### config.mk
export PLATFORM = sky130hd
export DESIGN_NAME = hrm_control_unit_mc
export DESIGN_NICKNAME = d
export VERILOG_FILES = /design/src/rtl/hrm_cu_pkg.sv /design/src/rtl/hrm_cu_stall_timer.sv /design/src/rtl/hrm_control_unit_mc.sv
export SDC_FILE = /design/constraint.sdc
export NUM_CORES = 1
export LEC_CHECK = 0
export ABC_CLOCK_PERIOD_IN_PS = 4330
export BUFFER_PORTS_ARGS = -buffer_cell sky130_fd_sc_hd__buf_2
export CAP_MARGIN = 20
export CORE_AREA = 10 10 70 72
export CTS_CLUSTER_SIZE = 8
export DETAILED_ROUTE_END_ITERATION = 6
export DIE_AREA = 0 0 80 82
export GPL_ROUTABILITY_DRIVEN = 0
export GPL_TIMING_DRIVEN = 0
export PLACE_DENSITY = 0.82
export SLEW_MARGIN = 20
export SYNTH_ARGS = -nofsm -noshare
export SYNTH_HDL_FRONTEND = slang
export SYNTH_SLANG_ARGS = --single-unit
### constraint.sdc
create_clock -name clk -period 4.33 [get_ports clk]
set_input_delay 0.2165 -clock clk [delete_from_list [all_inputs] [get_ports clk]]
set_output_delay 0.2165 -clock clk [all_outputs]
set_load 0.1 [all_outputs]
### src/rtl/hrm_cu_pkg.sv
// hrm_cu_pkg: shared definitions for the multi-channel HRM control unit.
// Holds the FSM state encodings, opcode values, muxR/aluCtl codes,
// the datapath control bundle and the channel-clamp helper.
package hrm_cu_pkg;

    typedef enum logic [4:0] {
        ST_RESET    = 5'd0,
        ST_FETCH_I  = 5'd1,
        ST_WAIT_KEY = 5'd2,
        ST_LOAD_IR  = 5'd3,
        ST_DECODE   = 5'd4,
        ST_INBOX    = 5'd5,
        ST_OUTBOX   = 5'd6,
        ST_INCPC2   = 5'd7,
        ST_FETCH_O  = 5'd8,
        ST_LOAD_AR  = 5'd9,
        ST_READMEM2 = 5'd10,
        ST_LOAD_AR2 = 5'd11,
        ST_READMEM  = 5'd12,
        ST_COPYFROM = 5'd13,
        ST_COPYTO   = 5'd14,
        ST_ADD      = 5'd15,
        ST_SUB      = 5'd16,
        ST_BUMPP    = 5'd17,
        ST_BUMPN    = 5'd18,
        ST_JUMP     = 5'd19,
        ST_JUMPZ    = 5'd20,
        ST_JUMPN    = 5'd21,
        ST_INC_PC   = 5'd22,
        ST_HALT     = 5'd23,
        ST_INVALID  = 5'd24
    } state_e;

    localparam logic [3:0] OP_INBOX    = 4'h0;
    localparam logic [3:0] OP_OUTBOX   = 4'h1;
    localparam logic [3:0] OP_COPYFROM = 4'h2;
    localparam logic [3:0] OP_COPYTO   = 4'h3;
    localparam logic [3:0] OP_ADD      = 4'h4;
    localparam logic [3:0] OP_SUB      = 4'h5;
    localparam logic [3:0] OP_BUMPP    = 4'h6;
    localparam logic [3:0] OP_BUMPN    = 4'h7;
    localparam logic [3:0] OP_JUMP     = 4'h8;
    localparam logic [3:0] OP_JUMPZ    = 4'h9;
    localparam logic [3:0] OP_JUMPN    = 4'hA;
    localparam logic [3:0] OP_HALT     = 4'hF;

    localparam logic [1:0] MUXR_NONE = 2'b00;
    localparam logic [1:0] MUXR_MEM  = 2'b01;
    localparam logic [1:0] MUXR_ALU  = 2'b11;

    localparam logic [2:0] ALU_ADD = 3'b000;
    localparam logic [2:0] ALU_SUB = 3'b001;
    localparam logic [2:0] ALU_INC = 3'b010;
    localparam logic [2:0] ALU_DEC = 3'b011;
    localparam logic [2:0] ALU_NEG = 3'b100;

    typedef struct packed {
        logic       wIR;
        logic       wR;
        logic       srcA;
        logic       wM;
        logic       wAR;
        logic       wPC;
        logic       rIn;
        logic       wO;
        logic       ijump;
        logic       branch;
        logic       rst;
        logic       halt;
        logic [1:0] muxR;
        logic [2:0] aluCtl;
    } ctl_t;

    // Out-of-range channel indices map onto the highest implemented channel.
    function automatic int unsigned ch_clamp(input int unsigned raw, input int unsigned nch);
        return (raw >= nch) ? nch - 1 : raw;
    endfunction

endpackage

### src/rtl/hrm_cu_stall_timer.sv
// hrm_cu_stall_timer: counts consecutive I/O stall cycles for the
// control-unit watchdog. Clear wins over enable; term_o is high once the
// count equals MAX and the count holds there until cleared.
module hrm_cu_stall_timer
    import hrm_cu_pkg::*;
#(
    parameter int MAX = 1,
    localparam int W = (MAX > 0) ? $clog2(MAX + 1) : 1
) (
    input  logic clk,
    input  logic rst_n,
    input  logic clr_i,
    input  logic en_i,
    output logic term_o
);

    logic [W-1:0] cnt_q, cnt_d;

    assign term_o = (cnt_q == W'(MAX));

    // Next count: clear, step while below the limit, else hold.
    always_comb begin
        cnt_d = cnt_q;
        if (clr_i) begin
            cnt_d = '0;
        end else if (en_i && !term_o) begin
            cnt_d = cnt_q + W'(1);
        end
    end

    // Count register.
    always_ff @(posedge clk or negedge rst_n) begin
        if (!rst_n) begin
            cnt_q <= '0;
        end else begin
            cnt_q <= cnt_d;
        end
    end

endmodule

### src/rtl/hrm_control_unit_mc.sv
// hrm_control_unit_mc: Moore control FSM of the HRM CPU with N-channel
// INBOX/OUTBOX selection, a bounded I/O stall watchdog and a
// retired-instruction counter.
// Optional feature macro: HRM_CU_STEP_EN adds the debug/nxtInstr
// single-step ports and the FETCH_I -> WAIT_KEY path.
module hrm_control_unit_mc
    import hrm_cu_pkg::*;
#(
    parameter int IW        = 8,
    parameter int NCH       = 1,
    parameter int STALL_MAX = 0,
    parameter int CNTW      = 16,
    localparam int CHW      = (NCH > 1) ? $clog2(NCH) : 1
) (
    input  logic            clk,
    input  logic            i_rst_n,
    input  logic [IW-1:0]   INSTR,
    input  logic [NCH-1:0]  inEmpty,
    input  logic [NCH-1:0]  outFull,
`ifdef HRM_CU_STEP_EN
    input  logic            debug,
    input  logic            nxtInstr,
`endif
    output logic            wIR,
    output logic            wR,
    output logic            srcA,
    output logic            wM,
    output logic            wAR,
    output logic            wPC,
    output logic            rIn,
    output logic            wO,
    output logic            ijump,
    output logic            branch,
    output logic            rst,
    output logic            halt,
    output logic [1:0]      muxR,
    output logic [2:0]      aluCtl,
    output logic [CHW-1:0]  chSel,
    output logic            stallErr,
    output logic [CNTW-1:0] retired
);

    state_e          state_q, state_d;
    logic [3:0]      opcode;
    logic            indirect;
    logic            in_blk, out_blk;
    logic            wd_limit, wd_trip, stall_loop;
    logic            stall_err_q;
    logic [CNTW-1:0] retired_q;
    ctl_t            ctl;
    logic            unused_bits;

    assign opcode   = INSTR[IW-1:IW-4];
    assign indirect = INSTR[IW-5];

    // Low instruction bits only matter when they carry a channel number.
    assign unused_bits = ^{INSTR, stall_loop};

    generate
        if (NCH > 1) begin : g_multi_ch
            logic [CHW-1:0] ch_raw;
            assign ch_raw  = INSTR[CHW-1:0];
            assign chSel   = CHW'(ch_clamp(32'(ch_raw), 32'(NCH)));
            assign in_blk  = inEmpty[chSel];
            assign out_blk = outFull[chSel];
        end else begin : g_single_ch
            assign chSel   = '0;
            assign in_blk  = inEmpty[0];
            assign out_blk = outFull[0];
        end
    endgenerate

    assign stall_loop = (state_q == ST_DECODE) && (state_d == ST_DECODE);

    generate
        if (STALL_MAX > 0) begin : g_watchdog
            hrm_cu_stall_timer #(
                .MAX (STALL_MAX)
            ) u_stall_timer (
                .clk    (clk),
                .rst_n  (i_rst_n),
                .clr_i  (state_d != ST_DECODE),
                .en_i   (stall_loop),
                .term_o (wd_limit)
            );
        end else begin : g_no_watchdog
            assign wd_limit = 1'b0;
        end
    endgenerate

    // State register.
    always_ff @(posedge clk or negedge i_rst_n) begin
        if (!i_rst_n) begin
            state_q <= ST_RESET;
        end else begin
            state_q <= state_d;
        end
    end

    // Next-state logic; wd_trip flags a watchdog-forced halt.
    always_comb begin
        state_d = state_q;
        wd_trip = 1'b0;
        case (state_q)
            ST_RESET:    state_d = ST_FETCH_I;
`ifdef HRM_CU_STEP_EN
            ST_FETCH_I:  state_d = debug ? ST_WAIT_KEY : ST_LOAD_IR;
            ST_WAIT_KEY: if (nxtInstr) state_d = ST_LOAD_IR;
`else
            ST_FETCH_I:  state_d = ST_LOAD_IR;
`endif
            ST_LOAD_IR:  state_d = ST_DECODE;
            ST_DECODE: begin
                case (opcode)
                    OP_INBOX: begin
                        // A limit hit beats a flag that drops on the same edge.
                        if (wd_limit) begin
                            state_d = ST_HALT;
                            wd_trip = 1'b1;
                        end else if (!in_blk) begin
                            state_d = ST_INBOX;
                        end
                    end
                    OP_OUTBOX: begin
                        if (wd_limit) begin
                            state_d = ST_HALT;
                            wd_trip = 1'b1;
                        end else if (!out_blk) begin
                            state_d = ST_OUTBOX;
                        end
                    end
                    OP_HALT: state_d = ST_HALT;
                    default: state_d = ST_INCPC2;
                endcase
            end
            ST_INCPC2:   state_d = ST_FETCH_O;
            ST_FETCH_O: begin
                case (opcode)
                    OP_JUMP:  state_d = ST_JUMP;
                    OP_JUMPZ: state_d = ST_JUMPZ;
                    OP_JUMPN: state_d = ST_JUMPN;
                    default:  state_d = ST_LOAD_AR;
                endcase
            end
            ST_LOAD_AR: begin
                if (indirect) begin
                    state_d = ST_READMEM2;
                end else if (opcode == OP_COPYTO) begin
                    state_d = ST_COPYTO;
                end else begin
                    state_d = ST_READMEM;
                end
            end
            ST_READMEM2: state_d = ST_LOAD_AR2;
            ST_LOAD_AR2: state_d = (opcode == OP_COPYTO) ? ST_COPYTO : ST_READMEM;
            ST_READMEM: begin
                case (opcode)
                    OP_BUMPP:    state_d = ST_BUMPP;
                    OP_BUMPN:    state_d = ST_BUMPN;
                    OP_COPYFROM: state_d = ST_COPYFROM;
                    OP_ADD:      state_d = ST_ADD;
                    OP_SUB:      state_d = ST_SUB;
                    default:     state_d = ST_HALT;
                endcase
            end
            ST_BUMPP, ST_BUMPN: state_d = ST_COPYTO;
            ST_COPYFROM, ST_COPYTO, ST_ADD, ST_SUB,
            ST_INBOX, ST_OUTBOX: state_d = ST_INC_PC;
            ST_INC_PC, ST_JUMP, ST_JUMPZ, ST_JUMPN: state_d = ST_FETCH_I;
            ST_HALT:     state_d = ST_HALT;
            default:     state_d = ST_INVALID;
        endcase
    end

    // Moore output decode: controls depend on the current state only.
    always_comb begin
        ctl = '0;
        case (state_q)
            ST_RESET:    ctl.rst = 1'b1;
            ST_LOAD_IR:  ctl.wIR = 1'b1;
            ST_INBOX: begin
                ctl.rIn = 1'b1;
                ctl.wR  = 1'b1;
            end
            ST_OUTBOX:   ctl.wO  = 1'b1;
            ST_INCPC2,
            ST_INC_PC:   ctl.wPC = 1'b1;
            ST_LOAD_AR:  ctl.wAR = 1'b1;
            ST_LOAD_AR2: begin
                ctl.srcA = 1'b1;
                ctl.wAR  = 1'b1;
            end
            ST_COPYFROM: begin
                ctl.muxR = MUXR_MEM;
                ctl.wR   = 1'b1;
            end
            ST_COPYTO:   ctl.wM = 1'b1;
            ST_ADD: begin
                ctl.muxR   = MUXR_ALU;
                ctl.aluCtl = ALU_ADD;
                ctl.wR     = 1'b1;
            end
            ST_SUB: begin
                ctl.muxR   = MUXR_ALU;
                ctl.aluCtl = ALU_SUB;
                ctl.wR     = 1'b1;
            end
            ST_BUMPP: begin
                ctl.muxR   = MUXR_ALU;
                ctl.aluCtl = ALU_INC;
                ctl.wR     = 1'b1;
            end
            ST_BUMPN: begin
                ctl.muxR   = MUXR_ALU;
                ctl.aluCtl = ALU_DEC;
                ctl.wR     = 1'b1;
            end
            ST_JUMP: begin
                ctl.branch = 1'b1;
                ctl.ijump  = 1'b1;
                ctl.wPC    = 1'b1;
            end
            ST_JUMPZ: begin
                ctl.branch = 1'b1;
                ctl.wPC    = 1'b1;
                ctl.aluCtl = ALU_ADD;
            end
            ST_JUMPN: begin
                ctl.branch = 1'b1;
                ctl.wPC    = 1'b1;
                ctl.aluCtl = ALU_NEG;
            end
            ST_HALT:     ctl.halt = 1'b1;
            default:     ctl = '0;
        endcase
    end

    // Sticky watchdog error; only reset clears it.
    always_ff @(posedge clk or negedge i_rst_n) begin
        if (!i_rst_n) begin
            stall_err_q <= 1'b0;
        end else if (wd_trip) begin
            stall_err_q <= 1'b1;
        end
    end

    // Retired-instruction counter, bumped in each instruction's final state.
    always_ff @(posedge clk or negedge i_rst_n) begin
        if (!i_rst_n) begin
            retired_q <= '0;
        end else if (state_q inside {ST_INC_PC, ST_JUMP, ST_JUMPZ, ST_JUMPN}) begin
            retired_q <= retired_q + CNTW'(1);
        end
    end

    assign wIR      = ctl.wIR;
    assign wR       = ctl.wR;
    assign srcA     = ctl.srcA;
    assign wM       = ctl.wM;
    assign wAR      = ctl.wAR;
    assign wPC      = ctl.wPC;
    assign rIn      = ctl.rIn;
    assign wO       = ctl.wO;
    assign ijump    = ctl.ijump;
    assign branch   = ctl.branch;
    assign rst      = ctl.rst;
    assign halt     = ctl.halt;
    assign muxR     = ctl.muxR;
    assign aluCtl   = ctl.aluCtl;
    assign stallErr = stall_err_q;
    assign retired  = retired_q;

endmodule

Yosys cells after proc, flatten, opt, wreduce, memory -nomap -nowiden. Cells that the tools add are included.

$lt $le $gt $ge: 0. Bitwise operators: 0. Equal/unequal tests: 35. Divide/modulo/power cells: 0. Add/sub/neg operators: 1. Reductions and logical operators: 12. Multiplexer cells: 22. Shift-type cells: 0. $mul: 0.

Operator list (count): 5-bit one-hot mux with 13 select lines (1); 5-bit by 4-bit == test with 1-bit output (second input constant) (8); 5-bit == test (second input constant) (8); 5-bit one-hot mux with 3 select lines (2); 5-bit one-hot mux with 5 select lines (1); 5-bit by 3-bit == test with 1-bit output (second input constant) (4); 16-bit by 1-bit adder with 16-bit output (second input constant) (1); 4-bit by 3-bit == test with 1-bit output (second input constant) (4); 4-bit == test (second input constant) (4); 1-bit 2-to-1 mux (12); 3-bit one-hot mux with 4 select lines (1); 6-bit OR reduction (2); 5-bit 2-to-1 mux (2); 5-bit OR reduction (2); 4-bit by 2-bit == test with 1-bit output (second input constant) (2); 3-bit inequality test (second input constant) (2); 5-bit by 1-bit == test with 1-bit output (second input constant) (1); 5-bit by 2-bit == test with 1-bit output (second input constant) (1); 5-bit zero test (1); 4-bit by 1-bit == test with 1-bit output (second input constant) (1); 4-bit zero test (1); 2-bit one-hot mux with 2 select lines (1); 4-bit nonzero test (1); 2-bit OR reduction (2); other kinds (5) (5).

Memory bits (writable): 0. ROM bits: 0. Memories: 0. Flip-flop bits (word level): 21. Output and inout port bits: 35. Input port bits: 12. Latch bits: 0.

Logic depth before layout (Yosys ltp). Gate-level depths: netlist of run 1.

Word-level depth: 4. Gate-level depth with buffers: 6. Gate-level depth less buffers: 4.

Least setup slack after synthesis of run 1. Ideal clock, no wire load.

Path kind: reg2out. Start point: reg state_q[2]. End point: out wIR. Cell stages (with the launch flop): 5. Arrival: 3.738 ns. Buffers on the path: 3. Path slack: 0.375 ns. Data required time: 4.113 ns. Cells stage by stage: dfrtp_1 buf_2 buf_4 buf_2 nor4_1.

Longest elaborated chain between the ends: 2.

RTL lines: start: declaration (line hrm_control_unit_mc.sv:43) `state_e state_q, state_d;`; start signal: assignment (line hrm_control_unit_mc.sv:96) `state_q <= state_d;`; 5-bit by 2-bit == test with 1-bit output (line hrm_control_unit_mc.sv:178) `case (state_q)`; 1-bit 2-to-1 mux (line hrm_control_unit_mc.sv:178); end: declaration (line hrm_control_unit_mc.sv:24) `output logic wIR,`.

Every way passes these cells.

Worst setup path in the final report of run 1.
Start point: reg state_q[4]. End point: out wR.

Longest elaborated chain between the ends: 3. Elaborated cells between the ends (all ways): 8.

RTL lines: 5-bit == test, or another cell as far along (line hrm_control_unit_mc.sv:178); 6-bit OR reduction (no line) (*); 1-bit 2-to-1 mux (*) (line hrm_control_unit_mc.sv:178); end: declaration (line hrm_control_unit_mc.sv:25) `output logic wR,`.

Every way passes the cells marked *; elsewhere a longest branch is shown, timed or not.

==> results of run 1 <==
[power by group]
group,switching [mW],total (mW),internal [mW]
sequential,0,0.196,0.196
combinational,0.0210,0.0294,0.00844
clock,0.0590,0.0934,0.0344
[what timing repair did]
item | in CTS | in global routing
hold buffers | 1 | 0
endpoints found under the hold margin | 21 | 0
resized for setup | 0 | 0
[cell type report]
| type | instances | share of cell area, % |
|---|---|---|
| Multi-Input combinational cell | 157 | 52.07 |
| Sequential cell | 21 | 26.32 |
| Clock inverter | 1 | 0.2506 |
| Tap cell | 48 | 3.008 |
| Clock buffer | 3 | 1.128 |
| Inverter | 4 | 0.7519 |
| Buffer | 18 | 6.454 |
| Timing Repair Buffer | 39 | 10.03 |
[synth_stat cells, drive strengths merged (2+ instances only)]
library cell / count
nand2: 22
dfrtp: 21
buf: 17
nor2: 16
xnor2: 9
nor3: 7
o21ai: 7
xor2: 7
nor2b: 6
and3: 5
nand2b: 5
nand3: 5
a21oi: 4
and4: 4
inv: 4
a31oi: 3
a32oi: 3
and2: 3
nand4: 3
nor4bb: 3
o211ai: 3
o22ai: 3
o311ai: 3
a21boi: 2
and3b: 2
mux2: 2
nand3b: 2
nor3b: 2
nor4: 2
o41ai: 2
or2: 2
[cell families (layout without fill, tap and decap cells)]
family / Yosys count / count (layout) / share of synthesized area, %
flip-flops: 21 / 21 / 30.81
buffers and inverters: 22 / 65 / 8.436
other: 1 / 2 / 0.2199
AND/OR/NAND/NOR: 94 / 94 / 31.03
XOR/XNOR: 16 / 16 / 8.217
AO/OA/AOI/OAI: 41 / 41 / 18.64
multiplexers: 3 / 3 / 1.907
adder cells (fa/ha/maj): 1 / 1 / 0.7336
[sequential cells by signal, summed over array words and instances (netlist names)]
signal / cells
retired: 16
state_q: 5
[how the worst max path moves through the flow]
stage | startpoint | endpoint | slack (ps) | depth (start not counted)
floorplan | state_q[2] | wIR | 380 | 4
global placement | state_q[4] | wR | 2360 | 6
detailed placement | state_q[4] | wR | 2320 | 6
CTS | state_q[4] | wR | 1970 | 6
global route | state_q[4] | wR | 1830 | 6
finish | state_q[4] | wR | 2000 | 6
[layer usage]
metal  wire length [um]  global-route usage [%]  share of wire (%)  vias up
met4                 51                   3.521                1.1        0
met1               1951                   16.57                 43      771
met5                  0                       0                  0        -
li1                   -                       -                  -      808
met2               2101                   22.39                 46       93
met3                424                   2.838                9.4       10
[worst max-delay path: stages, from the launching register on]
cell,delay [ps]
dfrtp_1,470
buf_4,210
inv_1,180
nand2_1,130
o21ai_0,250
or2_2,150
buf_2,410
==> results.md, run 1 <==
- The number of antenna violations at the first check in global routing is 0.
- Data on the critical path is required at its endpoint by 4110 ps.
- Relative to the synthesized area, the layout overhead comes to 17.09%.
- Cells fill 55.80% of the core in the end.
- The clock net in this run drives a total of 21 sinks.
- In the layout the commonest cells are buf_2, nand2_1, dfrtp_1, nor2_1, xnor2_1.
- The reported max-cap violation count is 0.
- The placed wire-length estimate is 3.409 mm.
- For this run, the post-layout net count is 257.
- The area of the multi-input gates is 0.001040 sq mm.
- In this run the power density over the cells is 159.7 mW/mm^2.
- Before CTS, the worst setup slack after placement is 2325 ps.
- Buffers placed on the I/O ports in this run total 38.
- Synthesis produced 199 cells.
- After synthesis, the share of flip-flops with an asynchronous set or reset is 100.0%.
- Counting flops with a built-in enable in the synthesized netlist gives 0.
- In this run, synthesis produced a sequential element count of 21.
- The kind of end point of the critical path is an output pin.
- After synthesis, flip-flops and latches occupy 30.81% of the total area.
- For this run, the leading register cell type out of synthesis is dfrtp_1.
- Across all register-to-register paths, the minimum setup slack is 2680 ps.
- The routed design could run at a clock period as short as 2327 ps.
- The share of the cycle needed by the critical path after routing is 53.73%.
- Clock skew on the completed layout was measured at 12.67 ps.
- In the routed design, unresolved DRC markers number 0.
- For the worst-skew pair, the clock arrives at the later sink with an insertion delay of 300 ps.
- In the post-synthesis netlist, the biggest area contributors are dfrtp_1, nand2_1, xnor2_1, xor2_1, nor2_1.
- Buffers inserted during clock tree synthesis total 3.
- The post-route netlist has 28.81% of its cells at a drive strength greater than 1.
- Once detail routing completed, the nets flagged for antenna violations numbered 0.
- The average footprint of a synthesized cell is 8.570 sq um.
- Setup repair after global routing left no endpoint under its margin.
- The average via count per standard cell is 5.780.
- The startpoint type of the worst setup path is a flop.
- Across all layers, the routed design uses 1682 vias.
- In this run the count of I/O pins placed on the die edge is 47.
- The completed layout was analyzed and its total power is 318.9 uW.
- The maximum clock frequency is 429.8 MHz.
- Global routing finished with a remaining overflow of 0.
- The final hold violation count came to 0.
- The routed design has 4.529 mm of wire.
- In this run the number of H-tree levels came out at 1.
- TritonCTS built the clock tree.
- The number of endpoints failing setup at the final stage is 0.
- The number of fill cells is 344.
- The launch point of the worst reg-to-reg path is state_q[2].
- The number of standard cells in the layout, taps in and fillers out is 291.
- The die width is 80 um.
- The number of buffers on the longest clock path is 2.
- The total placed instance area is 0.001959 sq mm.
- In the global route stage, overall resource usage came out at 13.21%.
- The root buffer cell is clkbuf_4.
- Data arrives at the worst endpoint at 2110 ps.
- The run finished with clean final reports.
- The cell taking the most area after synthesis is dfrtp_1.
- In the final routed layout, each cell accounts on average for 15.56 um.
- The netlist area before placement is 0.001705 sq mm.
- In this run the worst hold path is classified as in2async.
- In the post-route analysis, the smallest setup slack over all paths is 2003 ps.
- The repair_antennas step left the layout with diodes totalling 0.
- The worst hold margin is 373.2 ps.
- The area enclosed by the die boundary is 0.006560 sq mm.
- The logic depth of the worst register-to-register path is 5.
- The clock transition time at the flip-flop clock pins of the worst setup and hold paths is 130 ps.
- After routing, the total negative slack on setup checks comes to 0 ps.
- The initial utilization of the core area, before any placement, comes to 47.66%.
- The floorplan has 22 rows.
- The category of the critical setup timing path is reg2out.
- The capturing point of the worst reg2reg path is state_q[0].
- Once placement completed, the tool counted placed cells totaling 286.
- The number of global-route vias before repair is 1606.
- The maximum net fanout on the critical path is 10.
- In this run the static leakage power is 0.9858 nW.
- Entering global routing, the biggest net connects 22 pins.
- The storage element area is 525.5 sq um.
- The core region area is 0.003578 sq mm.
- The max-slew violation count came to 0.
- Once layout is done, the placed cells without fillers occupy 0.001997 sq mm.
- The floorplan step set the die height to 82 um.
- Post-CTS timing repair inserted 0 buffers for setup.
- The synthesized design devotes to its leading area cell type 30.81% of total area.
- The synthesis warning total is 0.
- The most frequent standard cell in the layout excluding fill and tap cells is buf_2.
- The number of DRC violations after detailed-routing iteration 0 is 73.
- The iteration count of the initial detailed-routing pass is 7.
- The global-route wire length before repair is 7.300 mm.
- The worst supply voltage drop on vdd is 0.00008398 V.
- In this run, distinct cell masters in the synthesized netlist total 58.
(Power assumes the default switching activity.)
==> run 2: changes to the inputs <==
ABC_CLOCK_PERIOD_IN_PS = 2250   (was 4330)
clock period = 2.25 ns   (was 4.33 ns; I/O delays follow)
==> results.md, run 2 (synthesis gave the netlist of run 1 again) <==
- The run finished with clean final reports.
- The max-slew violation count came to 0.
- Setup violations remaining at the end of the flow were counted as 0.
- The number of antenna violations at the first check in global routing came to 0.
- The startpoint type of the worst setup path is a flop.
- Setup total negative slack on the finished layout was measured at 0 ps.
- The pin slew with the least headroom to its limit is 631.3 ps.
- The maximum clock frequency is 453.9 MHz.
- The placed wire-length estimate is 3.362 mm.
- The storage element area is 525.5 sq um.
- The number of buffers on the longest clock path is 2.
- The first TritonRoute pass finished after 4 iterations.
- The effective utilization at floorplan is 47.66%.
- The largest net degree at the start of global routing is 22.
- The top-level port count is 47.
- The via count of the routed design is 1687.
- Setup repair after global routing left no endpoint under its margin.
- The cell total after placement is 286.
- The clock reaches the later pin of the worst-skew pair after 300 ps.
- At the worst endpoint, the arrival time is 2090 ps.
- Across the VDD grid, the largest voltage drop is 0.0001142 V.
- The number of buffers inserted by port buffering is 38.
- The floorplan step defined a die boundary enclosing 0.006560 sq mm.
- The clock sink count is 21.
- The chip height is 82 um.
- The setup check on the worst reg-to-reg path leaves a slack of 530 ps.
- The clock period could shrink to 2203 ps.
- For this run, design rule violations remaining after detail routing come to 0.
- The deepest level of the CTS H-tree is 1.
- The number of standard cells in the layout, taps in and fillers out is 291.
- Leaving out fill and tap cells, the most frequent cell in the layout is buf_2.
- The maximum clock skew at final layout is 4.977 ps.
- The kind of end point of the critical path is an output pin.
- Of all nets on the critical path, the largest fanout is 10.
- The clock buffer count from CTS is 3.
- The global router's overall resource usage is 13.19%.
- The post-route netlist has 32.51% of its cells at a drive strength greater than 1.
- Clock-pin slew was measured on the worst setup and hold paths at 110 ps.
- The average via count per standard cell is 5.797.
- The area growth from synthesis to layout is 21.20%.
- The final standard cell utilization of the core is 57.76%.
- The floorplan step set the die width to 80 um.
- The number of DRC violations after detailed-routing iteration 0 is 92.
- The post-layout worst setup margin is 46.96 ps.
- In the layout the commonest cells are buf_2, nand2_1, dfrtp_1, nor2_1, xnor2_1.
- TritonCTS built the clock tree.
- Headroom to the max-slew limit came out at 57.82%.
- The total congestion overflow is 0.
- Row generation in the floorplan step produced 22 rows.
- In this run the worst hold path is classified as in2async.
- In this run the static leakage power is 0.9910 nW.
- The routed design has 4.444 mm of wire.
- The first global-routing pass estimated 7.320 mm of wire.
- The critical path is of the reg2out type.
- The pre-CTS setup slack is 316.5 ps.
- The number of global-route vias before repair was 1594.
- The number of fill cells is 345.
- The number of nets still failing antenna checks after routing is 0.
- The required time of the worst setup path is 2140 ps.
- The routed wire length per instance is 15.27 um.
- The area of the multi-input gates is 0.001097 sq mm.
- The core region area is 0.003578 sq mm.
- In this run the clock root is driven by a clkbuf_4.
- For this design the ratio of total power to cell area is 294.0 mW/mm^2.
- The logic depth of the worst register-to-register path is 5.
- The final critical path takes up 97.91% of the cycle.
- The final layout contains 257 nets.
- The number of antenna diodes is 0.
- Across the run, the number of max-cap violations was 0.
- The final hold violation count was 0.
- The flip-flop count of the largest register after layout is 16.
run 2: cell count changes in the layout (fill, tap and decap cells not counted), sizes merged:
cell and change:
clkbuf +1, buf -1
run 2: worst paths after layout:
kind | from | to
max | state_q[2] | srcA
min | i_rst_n | retired[11]
max reg2reg | state_q[2] | state_q[2]
min reg2reg | retired[15] | retired[15]
max in group asynchronous | i_rst_n | retired[9]
min in group clk | INSTR[4] | state_q[1]
run 2: through the flow:
stage                     cell area (sq um)  hold WS, ps  total power [mW]
after global routing                   2067        321.4            0.6304
after detailed placement               2017        83.05            0.4391
after floorplan                        1767       -183.1            0.4232
after CTS                              2057        283.0            0.6132
after global placement                 2017        83.89            0.4388
final                                  2067        276.7            0.6076
run 2: final cells by class:
cell class / count / share of cell area [%]
sequential: 21 / 25.42
timing repair buffer: 39 / 10.23
clock inverter: 1 / 0.2421
buffer: 18 / 6.295
multi-input combinational: 157 / 53.09
clock buffer: 3 / 1.090
tap: 48 / 2.906
inverter: 4 / 0.7264
run 2: timing repair:
action,4_1_cts,5_1_grt
setup endpoints to repair,1,3
endpoints found under the hold margin,21,0
gates resized for setup,1,6
hold buffers,1,0
setup buffers,0,0
run 2: per-layer routing:
metal  global-route usage, %  share of wire, %  wire length [um]
met4                   2.817              0.36                16
met3                   2.293               8.3               367
met5                       0                 0                 0
met2                   22.47                48              2129
met1                   17.05                43              1931
run 2: where the power goes:
part	switching, mW	total (mW)	internal, mW	leakage, nW
sequential	0	0.377	0.377	0.283
clock	0.108	0.175	0.0662	0.0177
combinational	0.0396	0.0559	0.0162	0.690
run 2: worst max-delay path, cell delays in order, from the launching register on:
cell	delay (ps)
dfrtp_1	390
buf_2	170
nor3b_1	560
and3_1	250
buf_2	420
==> run 3: changes to the inputs <==
==> constraint.sdc (replaced) <==
create_clock -name clk -period 2.25 [get_ports clk]
set_input_delay 0 -clock clk [delete_from_list [all_inputs] [get_ports clk]]
set_output_delay 0 -clock clk [all_outputs]
set_load 0.1 [all_outputs]
==> results.md, run 3 (synthesis gave the netlist of run 1 again) <==
- Across the VDD grid, the largest voltage drop is 0.0001314 V.
- The root buffer cell is clkbuf_4.
- The number of antenna violations at the first check in global routing is 0.
- The maximum net fanout on the critical path is 10.
- Leaving out fill and tap cells, the most frequent cell in the layout is buf_2.
- The final non-filler cell area is 0.002056 sq mm.
- The path class of the tightest hold or removal check is in2async.
- Across the routed clock network, the largest skew measured is 2.811 ps.
- The effective utilization at floorplan is 47.66%.
- The clock buffer count from CTS is 3.
- The number of antenna diodes in the final layout is 0.
- For this run, the detailed router's first-pass iteration total came to 4.
- Global routing used 13.55% of the available tracks.
- The run finished with clean final reports.
- The number of rows in the core area is 22.
- Input and output buffers added on the ports amount to 38.
- The maximum clock frequency is 471.9 MHz.
- The critical path is of the reg2out type.
- In this run the remaining antenna-violating nets after routing total 0.
- The chip height is 82 um.
- The worst register-to-register path has a setup slack of 600 ps.
- Setup total negative slack on the finished layout was measured at 0 ps.
- Setup repair after global routing left no endpoint under its margin.
- From synthesis to final layout, the design area changed by 20.54%.
- After the last flow step, the layout net total stands at 257.
- The die covers 0.006560 sq mm.
- In the routed layout, each cell is associated on average with a via count of 5.838.
- The largest net degree at the start of global routing is 22.
- The placed wire-length estimate is 3.444 mm.
- The core region area is 0.003578 sq mm.
- The clock latency at the later pin of the worst-skew pair is 300 ps.
- The number of DRC violations after detailed-routing iteration 0 is 113.
- Global routing finished with a remaining overflow of 0.
- Pin placement for this block handled 47 I/O pins.
- In the layout the commonest cells are buf_2, nand2_1, dfrtp_1, nor2_1, xnor2_1.
- Of the cells placed in the final design, the portion with a size suffix greater than 1 is 32.10%.
- The power per unit of standard cell area is 297.5 mW/mm^2.
- The worst setup path is launched from a flop.
- The final hold violation count is 0.
- The number of buffers on the longest clock path is 2.
- Setup violations remaining at the end of the flow were counted as 0.
- The data arrival time of the worst path is 2120 ps.
- The leakage component of the power is 0.9906 nW.
- The number of global-route vias before repair is 1626.
- The TritonCTS clock tree is yes.
- The global-route wire length before repair is 7.438 mm.
- The total detailed-routing wirelength is 4.569 mm.
- The reported max-cap violation count is 0.
- In the routed design, unresolved DRC markers number 0.
- The via count of the routed design is 1699.
- Hold is met by 176.1 ps.
- After clock tree synthesis, the clock-pin slew on the worst setup and hold paths is 110 ps.
- The placed instances occupy a cell area of 0.002014 sq mm.
- The routed wire length per instance is 15.70 um.
- The deepest level of the CTS H-tree is 1.
- Data on the critical path is required at its endpoint by 2250 ps.
- The clock sink count is 21.
- The final critical path takes up 94.18% of the cycle.
- The kind of end point of the critical path is an output pin.
- The register with the most flip-flops in the layout has 16 of them.
- In this run the horizontal extent of the chip is 80 um.
- The max-slew violation count is 0.
- The time the final worst path needs with I/O delays and setup is 2119 ps.
[run 3: timing repair]
item                                    CTS  global route
gates resized for setup                   0             3
endpoints found under the setup margin    0             2
setup buffers                             0             0
hold buffers                              1             0
hold endpoints to repair                 21             0
[run 3: layout make-up]
cell class,instances,area [sq um]
Fill cell,343,1523
Multi-Input combinational cell,157,1095
Sequential cell,21,525.5
Timing Repair Buffer,39,202.7
Buffer,18,130.1
Tap cell,48,60.06
Clock buffer,3,22.52
Inverter,4,15.01
Clock inverter,1,5.005
[run 3: stage by stage]
stage	instances	power, mW	setup slack (ps)	util (%)
2_1_floorplan	200	0.4232	-582.8	-
3_3_place_gp	286	0.4389	442.5	56.29
3_5_place_dp	286	0.4392	419.3	56.29
6_report	291	0.6117	131.0	57.45
4_1_cts	291	0.6199	66.97	57.34
5_1_grt	291	0.6369	9.917	57.45
[run 3: worst paths after layout]
check	depth (start not counted)	start	end
setup / recovery	6	state_q[4]	wR
hold / removal	2	i_rst_n	retired[0]
setup reg to reg	5	state_q[4]	state_q[4]
hold reg to reg	1	retired[15]	retired[15]
max in group asynchronous	2	i_rst_n	retired[6]
min in group clk	3	INSTR[4]	state_q[1]
[run 3: report_power, final]
part	internal, mW	total [mW]	leakage [nW]	switching, mW
clock network	0.0662	0.178	0.0177	0.111
registers	0.377	0.377	0.283	0
logic	0.0163	0.0568	0.690	0.0405
total	0.460	0.612	0.991	0.152
[run 3: critical path: stages, from the launching register on]
cell and delay (ps):
dfrtp_1 470, buf_4 210, inv_1 230, nand2_1 200
o21ai_2 180, or2_2 120, buf_2 410
[run 3: layer usage]
layer,routed length (um),global-route usage (%),up-vias,share of wire (%)
met1,1922,16.45,805,42
met3,439,2.729,8,9.6
met2,2128,23.03,78,47
met4,80,5.282,0,1.8
li1,-,-,808,-
met5,0,0,-,0
